[src/rtl/snake_length_ctrl_pkg.sv]
// Shared game-state encoding and length width for the snake controller
// and the LED bar decoder.
package snake_length_ctrl_pkg;

   localparam int LEN_W       = 3;
   localparam int LEN_MAX_DEF = 6;

   typedef enum logic [1:0] {
      ST_IDLE = 2'd0,
      ST_PLAY = 2'd1,
      ST_WIN  = 2'd2,
      ST_OVER = 2'd3
   } state_t;

endpackage

[src/rtl/snake_tick_div.sv]
// Move-tick divider: one-cycle pulse every `period` enabled cycles.
module snake_tick_div #(
   parameter int CNT_W = 25
) (
   input  logic             clk,
   input  logic             rst,
   input  logic             enable,
   input  logic             clear,
   input  logic [CNT_W-1:0] period,
   output logic             tick
);

   logic [CNT_W-1:0] cnt;

   // >= so a shrinking period still fires promptly instead of wrapping
   always_ff @(posedge clk or posedge rst) begin
      if (rst) begin
         cnt  <= '0;
         tick <= 1'b0;
      end else if (!enable || clear) begin
         cnt  <= '0;
         tick <= 1'b0;
      end else if (cnt >= period - CNT_W'(1)) begin
         cnt  <= '0;
         tick <= 1'b1;
      end else begin
         cnt  <= cnt + CNT_W'(1);
         tick <= 1'b0;
      end
   end

endmodule

[src/rtl/snake_length_ctrl.sv]
// Snake game-progress controller: length count, game FSM and move tick.
// Define SNAKE_LIVES_EN to give the player three lives.
module snake_length_ctrl
   import snake_length_ctrl_pkg::*;
#(
   parameter int MAX_LEN  = LEN_MAX_DEF,
   parameter int BASE_DIV = 25_000_000,
   parameter int STEP_DIV = 3_000_000,
   parameter int CNT_W    = 25
) (
   input  logic             clk,
   input  logic             rst,
   input  logic             start,
   input  logic             eat,
   input  logic             collide,
   output logic [LEN_W-1:0] length,
   output logic [1:0]       state,
   output logic             move_tick,
   output logic             game_over,
   output logic             win,
   output logic [1:0]       lives
);

   localparam logic [LEN_W-1:0] LEN_TOP = LEN_W'(MAX_LEN);
   localparam logic [CNT_W-1:0] BASE    = CNT_W'(BASE_DIV);
   localparam logic [CNT_W-1:0] STEP    = CNT_W'(STEP_DIV);
`ifdef SNAKE_LIVES_EN
   localparam logic [1:0] LIVES_FULL = 2'd3;
`else
   localparam logic [1:0] LIVES_FULL = 2'd1;
`endif

   state_t           st, st_n;
   logic [LEN_W-1:0] len, len_n;
   logic [1:0]       lv, lv_n;
   logic             start_q, eat_q, collide_q;
   logic             start_ev, eat_ev, collide_ev;
   logic             tick_clr;
   logic [CNT_W-1:0] period;

   assign start_ev   = start & ~start_q;
   assign eat_ev     = eat & ~eat_q;
   assign collide_ev = collide & ~collide_q;

   always_ff @(posedge clk or posedge rst) begin
      if (rst) begin
         st        <= ST_IDLE;
         len       <= '0;
         lv        <= LIVES_FULL;
         start_q   <= 1'b0;
         eat_q     <= 1'b0;
         collide_q <= 1'b0;
      end else begin
         st        <= st_n;
         len       <= len_n;
         lv        <= lv_n;
         start_q   <= start;
         eat_q     <= eat;
         collide_q <= collide;
      end
   end

   always_comb begin
      st_n     = st;
      len_n    = len;
      lv_n     = lv;
      tick_clr = 1'b0;
      unique case (st)
         ST_IDLE: begin
            if (start_ev) begin
               st_n     = ST_PLAY;
               len_n    = '0;
               tick_clr = 1'b1;
            end
         end
         ST_PLAY: begin
            // collide has priority and suppresses a coincident eat
            if (collide_ev) begin
`ifdef SNAKE_LIVES_EN
               if (lv > 2'd1) begin
                  lv_n     = lv - 2'd1;
                  tick_clr = 1'b1;
               end else begin
                  lv_n = 2'd0;
                  st_n = ST_OVER;
               end
`else
               st_n = ST_OVER;
`endif
            end else if (eat_ev) begin
               if (len < LEN_TOP) begin
                  len_n = len + LEN_W'(1);
               end
               if (len_n == LEN_TOP) begin
                  st_n = ST_WIN;
               end
            end
         end
         ST_WIN, ST_OVER: begin
            if (start_ev) begin
               st_n     = ST_PLAY;
               len_n    = '0;
               lv_n     = LIVES_FULL;
               tick_clr = 1'b1;
            end
         end
         default: ;
      endcase
   end

   assign period = BASE - CNT_W'(len) * STEP;

   snake_tick_div #(
      .CNT_W (CNT_W)
   ) u_tick (
      .clk    (clk),
      .rst    (rst),
      .enable (st == ST_PLAY),
      .clear  (tick_clr),
      .period (period),
      .tick   (move_tick)
   );

   assign length    = len;
   assign state     = st;
   assign lives     = lv;
   assign game_over = (st == ST_OVER);
   assign win       = (st == ST_WIN);

endmodule

[config.mk]
export PLATFORM = sky130hd
export DESIGN_NAME = snake_length_ctrl
export DESIGN_NICKNAME = d
export VERILOG_FILES = /design/src/rtl/snake_length_ctrl_pkg.sv /design/src/rtl/snake_tick_div.sv /design/src/rtl/snake_length_ctrl.sv
export SDC_FILE = /design/constraint.sdc
export NUM_CORES = 1
export LEC_CHECK = 0
export ABC_AREA = 1
export BUFFER_PORTS_ARGS = -buffer_cell sky130_fd_sc_hd__buf_2
export CAP_MARGIN = 10
export CELL_PAD_IN_SITES_DETAIL_PLACEMENT = 1
export CELL_PAD_IN_SITES_GLOBAL_PLACEMENT = 1
export CORE_ASPECT_RATIO = 0.8
export CORE_MARGIN = 2
export CORE_UTILIZATION = 38
export DETAILED_ROUTE_END_ITERATION = 12
export PLACE_DENSITY = 0.72
export SYNTH_ARGS = -nofsm -noshare
export SYNTH_HDL_FRONTEND = slang
export SYNTH_SLANG_ARGS = --single-unit
[constraint.sdc]
create_clock -name clk -period 5.7 [get_ports clk]
set_clock_uncertainty 0.2 [all_clocks]
set_input_delay 1.14 -clock clk [delete_from_list [all_inputs] [get_ports clk]]
set_output_delay 1.14 -clock clk [all_outputs]
set_load 0.01 [all_outputs]
==> impl_metrics.env, run 1 <==
export IMPL_num_rows=31
export IMPL_drive_gt1_share_pct=11.0
export IMPL_portBuffers=12
export IMPL_reg2regPathDepth=23
export IMPL_synth_area_leaders="dfrtp_1 25%, ha_1 12%, nand2_1 12%"
export IMPL_hold_ws_ns=0.366
export IMPL_htree_levels=2
export IMPL_clockRootBuffer="clkbuf_16"
export IMPL_slew_headroom_pct=49.9
export IMPL_syn_area_um2=3440
export IMPL_required_ns=5.68
export IMPL_worst_path_buf_inv=4
export IMPL_cpPeakStageDelay_ns=0.61
export IMPL_first_pass_iters=4
export IMPL_area_delta_synth_final_pct=9.35
export IMPL_yosysSeqAreaShare_pct=24.7
export IMPL_grt_pass1_vias=3354
export IMPL_grt_max_degree=35
export IMPL_gr_total_overflow=0
export IMPL_path_cells="inv_1 -> ha_1 -> inv_1 -> ha_1 -> inv_1 -> fa_1 -> inv_1 -> nand2_1 -> nand3_1 -> nand2_2 -> nor2_4 -> nand2_2 -> nand2_2 -> nand2_1 -> xor2_1 -> ha_1 -> a21oi_1 -> nor2_1 -> nor2_1 -> a21oi_1 -> nor2_1 -> nand4_2 -> nor2_1"
export IMPL_design_area_um2=3760
export IMPL_p_switching_uw=825
export IMPL_period_share_pct=90.0
export IMPL_cp_max_fo=26
export IMPL_die_area_um2=9830
export IMPL_p_clk_share_pct=18.9
export IMPL_worstHoldPathCells=2
export IMPL_setup_tns_ns=0
export IMPL_p_leak_nw=1.86
export IMPL_syn_inst=495
export IMPL_synth_edf_count=0
export IMPL_post_cts_buffers=0
export IMPL_antenna_left=0
export IMPL_finalSetupViolCount=0
export IMPL_synth_ff_type="dfrtp_1"
export IMPL_swShare_pct=49.9
export IMPL_drv_slew=0
export IMPL_gp_congestion=0.914
export IMPL_cp_slowest_cell="nand4_2"
export IMPL_synth_seq_cells=34
export IMPL_syn_avg_cell_area_um2=6.95
export IMPL_worst_path_stages=23
export IMPL_final_hold_violation_count=0
export IMPL_first_iter_violations=197
export IMPL_maxCapViolCount=0
export IMPL_die_y_um=89.1
export IMPL_route_met2_wl_um=4380
export IMPL_p_int_uw=829
export IMPL_clk_latency_ns=0.28
export IMPL_grt_usage_pct=23.1
export IMPL_ioPinCount=15
export IMPL_final_common_cell="nand2_1"
export IMPL_power_frac_comb_pct=62.4
export IMPL_layout_nets=550
export IMPL_place_area_um2=3600
export IMPL_rsz0062_at_grt="no"
export IMPL_end_kind="register"
export IMPL_drt_wl_total_um=10400
export IMPL_dieWidth_um=110
export IMPL_powerDensity_nw_per_um2=440
export IMPL_pwr_share_seq_pct=18.7
export IMPL_vias=3333
export IMPL_fmax_mhz=195
export IMPL_core_area_um2=8920
export IMPL_hpwl_um=8320
export IMPL_utilization_pct=42.1
export IMPL_routed_top_layer="met4"
export IMPL_synth_top_area_share_pct=24.7
export IMPL_vias_per_cell=5.34
export IMPL_route_met3_wl_um=469
export IMPL_cts_made_buffers=5
export IMPL_grt_pass1_wl_um=17500
export IMPL_hp_class="reg -> reg"
export IMPL_cts_resized=0
export IMPL_outcome="finished clean"
export IMPL_drc=0
export IMPL_stdcell_count=624
export IMPL_antenna_cells=0
export IMPL_yosysUniqueCellTypes=38
export IMPL_min_period_ns=5.13
export IMPL_start_util_pct=38.5
export IMPL_wire_per_inst_um=16.7
export IMPL_crit_arrival_ns=5.11
export IMPL_antenna_found_initial=0
export IMPL_clkSlewWorstSetupHoldPaths_ns=0.06
export IMPL_max_clock_path_buffers=2
export IMPL_crit_type="reg -> reg"
export IMPL_yosys_warnings=0
export IMPL_final_cell_mix="106 x nand2_1, 68 x inv_1, 58 x nor2_1, 44 x nand3_1, 34 x dfrtp_1"
export IMPL_dp_cells=616
export IMPL_critPathTopFamily="simple AND/OR/NAND/NOR gates"
export IMPL_met1_length_um=5430
export IMPL_vdd_ir_drop_max_v=0.000167
export IMPL_cts_hold_fix_buffers=0
export IMPL_cp_start_kind="register"
export IMPL_syn_nets=537
export IMPL_cts_tree="yes"
export IMPL_tightest_slew_ns=0.750
export IMPL_clock_sinks=34
export IMPL_yosys_area_top_type="dfrtp_1"
export IMPL_synthArstFlopShare_pct=100
-- final timing paths --
| path | startpoint | to | slack [ns] |
|---|---|---|---|
| max | length[1]$_DFFE_PP0P_ | u_tick.cnt[14]$_DFF_PP0_ | 0.57 |
| max in group asynchronous | rst | u_tick.cnt[22]$_DFF_PP0_ | 4.22 |
| max reg2reg | length[1]$_DFFE_PP0P_ | u_tick.cnt[14]$_DFF_PP0_ | 0.57 |
| min reg2reg | state[1]$_DFFE_PP0P_ | state[1]$_DFFE_PP0P_ | 0.37 |
| min | state[1]$_DFFE_PP0P_ | state[1]$_DFFE_PP0P_ | 0.37 |
| min in group asynchronous | rst | u_tick.cnt[7]$_DFF_PP0_ | 0.76 |
-- sequential cells by signal, indices dropped and copies added, names as in the netlist --
signal       count
length           3
eat_q            1
u_tick.cnt      25
u_tick.tick      1
state            2
collide_q        1
start_q          1
-- cell usage after synthesis (5+ instances only) --
library cell	instances
nor3_1	10
ha_1	32
or2_2	5
xor2_1	13
a21oi_1	17
inv_1	68
nand2_1	106
nor2_1	58
xnor2_1	5
nand2_2	7
nor4_1	6
fa_1	5
nor2_2	5
dfrtp_1	34
nand4_1	17
nand3_1	44
o21ai_0	20
-- area by class of cell --
cell class	count	area, um2
Clock inverter	1	30.0
Tap cell	115	144
Timing Repair Buffer	14	75.1
Multi-Input combinational cell	382	2260
Sequential cell	34	851
Inverter	71	267
Clock buffer	7	133
Fill cell	1177	5160
-- logic make-up after synthesis --
logic type                 synth area share (%)
and+or+nand+nor                            37.4
other                                     0.218
AOI/OAI and AO/OA                          9.03
DFF                                        24.7
adders and majority gates                  14.6
xor gates and xnor gates                   4.59
buffers and inverters                      9.50
-- stage by stage --
stage / setup slack [ns] / power (mW)
after floorplan: 1.58 / 1.09
after global placement: 0.773 / 1.30
after detailed placement: 0.596 / 1.33
after CTS: 0.581 / 1.66
after global routing: 0.108 / 1.81
final: 0.568 / 1.65
-- per-layer routing --
layer / vias to the layer above / track usage (%)
met5: - / 0
met1: 1618 / 34.7
met3: 14 / 3.72
met4: 0 / 5.34
met2: 65 / 34.4
li1: 1636 / -
-- power groups by stage --
stage | clock network [mW] | logic, mW | registers (mW)
finish | 0.312 | 1.03 | 0.309
floorplan | 0 | 0.780 | 0.308
global placement | 0 | 0.992 | 0.309
detailed placement | 0 | 1.02 | 0.314
CTS | 0.317 | 1.04 | 0.309
global route | 0.329 | 1.17 | 0.316
-- worst register-to-register path, cell delays in order (launching register included) --
cell	delay [ns]
dfrtp_1	0.58
inv_1	0.21
ha_1	0.38
inv_1	0.12
ha_1	0.28
inv_1	0.09
fa_1	0.46
inv_1	0.08
nand2_1	0.08
nand3_1	0.14
nand2_2	0.10
nor2_4	0.14
nand2_2	0.10
nand2_2	0.10
nand2_1	0.06
xor2_1	0.15
ha_1	0.33
a21oi_1	0.16
nor2_1	0.05
nor2_1	0.10
a21oi_1	0.08
nor2_1	0.11
nand4_2	0.61
nor2_1	0.32
Power figures use the tool's default switching activity.
==> run 2, diff against run 1 <==
--- a/config.mk
+++ b/config.mk
@@ -14,7 +14,8 @@
 export CORE_MARGIN = 2
 export CORE_UTILIZATION = 38
 export DETAILED_ROUTE_END_ITERATION = 12
-export PLACE_DENSITY = 0.72
+export PLACE_DENSITY = 0.73
 export SYNTH_ARGS = -nofsm -noshare
 export SYNTH_HDL_FRONTEND = slang
+export SYNTH_HIERARCHICAL = 1
 export SYNTH_SLANG_ARGS = --single-unit
==> impl_metrics.env, run 2 <==
export IMPL_crit_type="reg -> reg"
export IMPL_num_rows=34
export IMPL_powerDensity_nw_per_um2=539
export IMPL_ioPinCount=15
export IMPL_cp_slowest_cell="fa_1"
export IMPL_clockRootBuffer="clkbuf_16"
export IMPL_utilization_pct=44.3
export IMPL_area_delta_synth_final_pct=12.8
export IMPL_pwr_share_seq_pct=11.8
export IMPL_cpPeakStageDelay_ns=0.45
export IMPL_grt_pass1_wl_um=21700
export IMPL_synth_edf_count=0
export IMPL_use_met2_pct=34.0
export IMPL_synth_top_area_share_pct=19.8
export IMPL_clkSlewWorstSetupHoldPaths_ns=0.06
export IMPL_antenna_cells=0
export IMPL_drive_gt1_share_pct=12.4
export IMPL_clock_sinks=34
export IMPL_required_ns=5.68
export IMPL_max_clock_path_buffers=2
export IMPL_final_common_cell="nand2_1"
export IMPL_wire_per_inst_um=16.0
export IMPL_cp_max_fo=7
export IMPL_end_kind="register"
export IMPL_setup_tns_ns=0
export IMPL_fmax_mhz=187
export IMPL_global_route_usage_met3_pct=2.26
export IMPL_finalSetupViolCount=0
export IMPL_start_util_pct=39.2
export IMPL_p_int_mw=1.15
export IMPL_synthArstFlopShare_pct=100
export IMPL_antenna_found_initial=0
export IMPL_syn_area_um2=4290
export IMPL_syn_avg_cell_area_um2=6.51
export IMPL_final_cell_mix="158 x nand2_1, 97 x nor2_1, 93 x inv_1, 67 x nand3_1, 41 x ha_1"
export IMPL_final_hold_violation_count=0
export IMPL_synth_ff_type="dfrtp_1"
export IMPL_regMostFlops="u_tick/cnt"
export IMPL_synth_common_cells="160 x nand2_1, 99 x nor2_1, 93 x inv_1, 67 x nand3_1, 43 x ha_1"
export IMPL_drv_slew=0
export IMPL_layout_setup_ws_ns=0.351
export IMPL_slew_headroom_pct=28.6
export IMPL_outcome="finished clean"
export IMPL_yosysSeqAreaShare_pct=19.8
export IMPL_grt_pass1_vias=4309
export IMPL_first_iter_violations=313
export IMPL_critPathTopFamily="simple AND/OR/NAND/NOR gates"
export IMPL_synth_area_leaders="dfrtp_1 20%, nand2_1 14%, ha_1 13%"
export IMPL_p_clk_share_pct=14.0
export IMPL_gr_total_overflow=0
export IMPL_post_cts_buffers=0
export IMPL_hpwl_um=10800
export IMPL_power_frac_comb_pct=74.2
export IMPL_hp_class="reg -> reg"
export IMPL_portBuffers=12
export IMPL_htree_levels=2
export IMPL_grt_max_degree=27
export IMPL_die_area_um2=12200
export IMPL_period_share_pct=93.8
export IMPL_p_switching_mw=1.45
export IMPL_maxCapViolCount=0
export IMPL_synth_most_common_cell="nand2_1"
export IMPL_largest_reg_flops=25
export IMPL_die_y_um=99.0
export IMPL_rsz0062_at_grt="no"
export IMPL_gp_congestion=0.964
export IMPL_min_period_ns=5.35
export IMPL_yosys_warnings=6
export IMPL_first_pass_iters=4
export IMPL_grt_usage_pct=22.5
export IMPL_cp_common_cell="nand2_1"
export IMPL_tightest_slew_ns=1.07
export IMPL_cts_tree="yes"
export IMPL_yosysUniqueCellTypes=44
export IMPL_drt_wl_total_um=13400
export IMPL_layout_nets=746
export IMPL_swShare_pct=55.7
export IMPL_vdd_ir_drop_max_v=0.000230
export IMPL_dieWidth_um=123
export IMPL_yosys_area_top_type="dfrtp_1"
export IMPL_grt_busiest_layer="met1"
export IMPL_antenna_left=0
export IMPL_grt_met1_usage_pct=34.8
export IMPL_cts_made_buffers=5
export IMPL_vias_per_cell=5.18
export IMPL_crit_arrival_ns=5.33
export IMPL_dp_slack_ns=-0.00107
export IMPL_core_area_um2=10900
export IMPL_synth_seq_cells=34
export IMPL_worst_path_buf_inv=5
export IMPL_cp_start_kind="register"
export IMPL_drc=0
export IMPL_syn_inst=659
export IMPL_clk_latency_ns=0.28
export IMPL_p_leak_nw=2.53
export IMPL_vias=4344
-- run 2: cell types whose count changed after synthesis, moves of 11 or more --
cell	previous run	this run
inv_1	68	93
o21ai_0	20	7
nand2_1	106	160
ha_1	32	43
nor2_1	58	99
nand3_1	44	67
-- run 2: area by class of cell --
cell class              count  area (um2)
fillers                  1469        6090
multi-input cells         537        3150
flip-flops and latches     34         853
inverters                  99         372
well taps                 144         180
clock buffers               5         125
repair buffers             16        90.1
clock inverters             3        68.8
-- run 2: what timing repair did --
item / CTS / global route
hold buffers: 0 / 0
pin swaps: 0 / 2
gates resized for setup: 1 / 12
cloned: 0 / 3
setup endpoints to repair: 26 / 26
-- run 2: kinds of logic (layout without fill, tap and decap cells) --
family,Yosys count,after routing,share of synthesized area [%]
AOI/OAI and AO/OA,42,42,6.53
and+or+nand+nor,391,394,41.6
buffers and inverters,108,123,10.1
xor gates and xnor gates,34,34,6.94
DFF,34,34,19.8
other,2,19,0.175
adders and majority gates,48,48,14.9
-- run 2: power by group through the flow --
stage	registers (mW)	logic, mW	clock network, mW
after global routing	0.314	2.16	0.379
after detailed placement	0.310	1.88	0
after floorplan	0.308	1.44	0
after CTS	0.306	1.90	0.371
after global placement	0.308	1.80	0
final	0.307	1.94	0.364
-- run 2: layer usage --
metal	up-vias	routed length [um]
li1	2139	-
met1	2101	7060
met2	94	5550
met3	10	667
met4	0	117
met5	-	0
-- run 2: worst reg2reg max path, delay by kind of cell, from the launching register on --
family                   cells  cell delay [ns]
buffers and inverters        5             0.40
flip-flops                   1             0.44
XOR/XNOR                     2             0.49
adder cells (fa/ha/maj)      4             1.38
AND/OR/NAND/NOR             17             2.37
-- run 2: stage by stage --
| stage | cell area (um2) | cells | power [mW] | hold WS (ns) |
|---|---|---|---|---|
| final | 4840 | 838 | 2.61 | 0.367 |
| after global routing | 4840 | 838 | 2.85 | 0.429 |
| after global placement | 4560 | 827 | 2.10 | 0.359 |
| after detailed placement | 4560 | 827 | 2.19 | 0.365 |
| after CTS | 4760 | 835 | 2.58 | 0.379 |
| after floorplan | 4350 | 676 | 1.75 | 0.326 |
-- run 2: worst paths after layout --
path                       cells after the start             startpoint  slack [ns]                  endpoint
setup / recovery                              28  length[1]$_DFFE_PP0P_        0.35     u_tick/tick$_DFF_PP0_
hold / removal                                 2   state[0]$_DFFE_PP0P_        0.37      state[0]$_DFFE_PP0P_
setup reg to reg                              28  length[1]$_DFFE_PP0P_        0.35     u_tick/tick$_DFF_PP0_
hold reg to reg                                2   state[0]$_DFFE_PP0P_        0.37      state[0]$_DFFE_PP0P_
max in group asynchronous                      2                    rst        3.72  u_tick/cnt[10]$_DFF_PP0_
min in group asynchronous                      2                    rst        0.61      state[1]$_DFFE_PP0P_
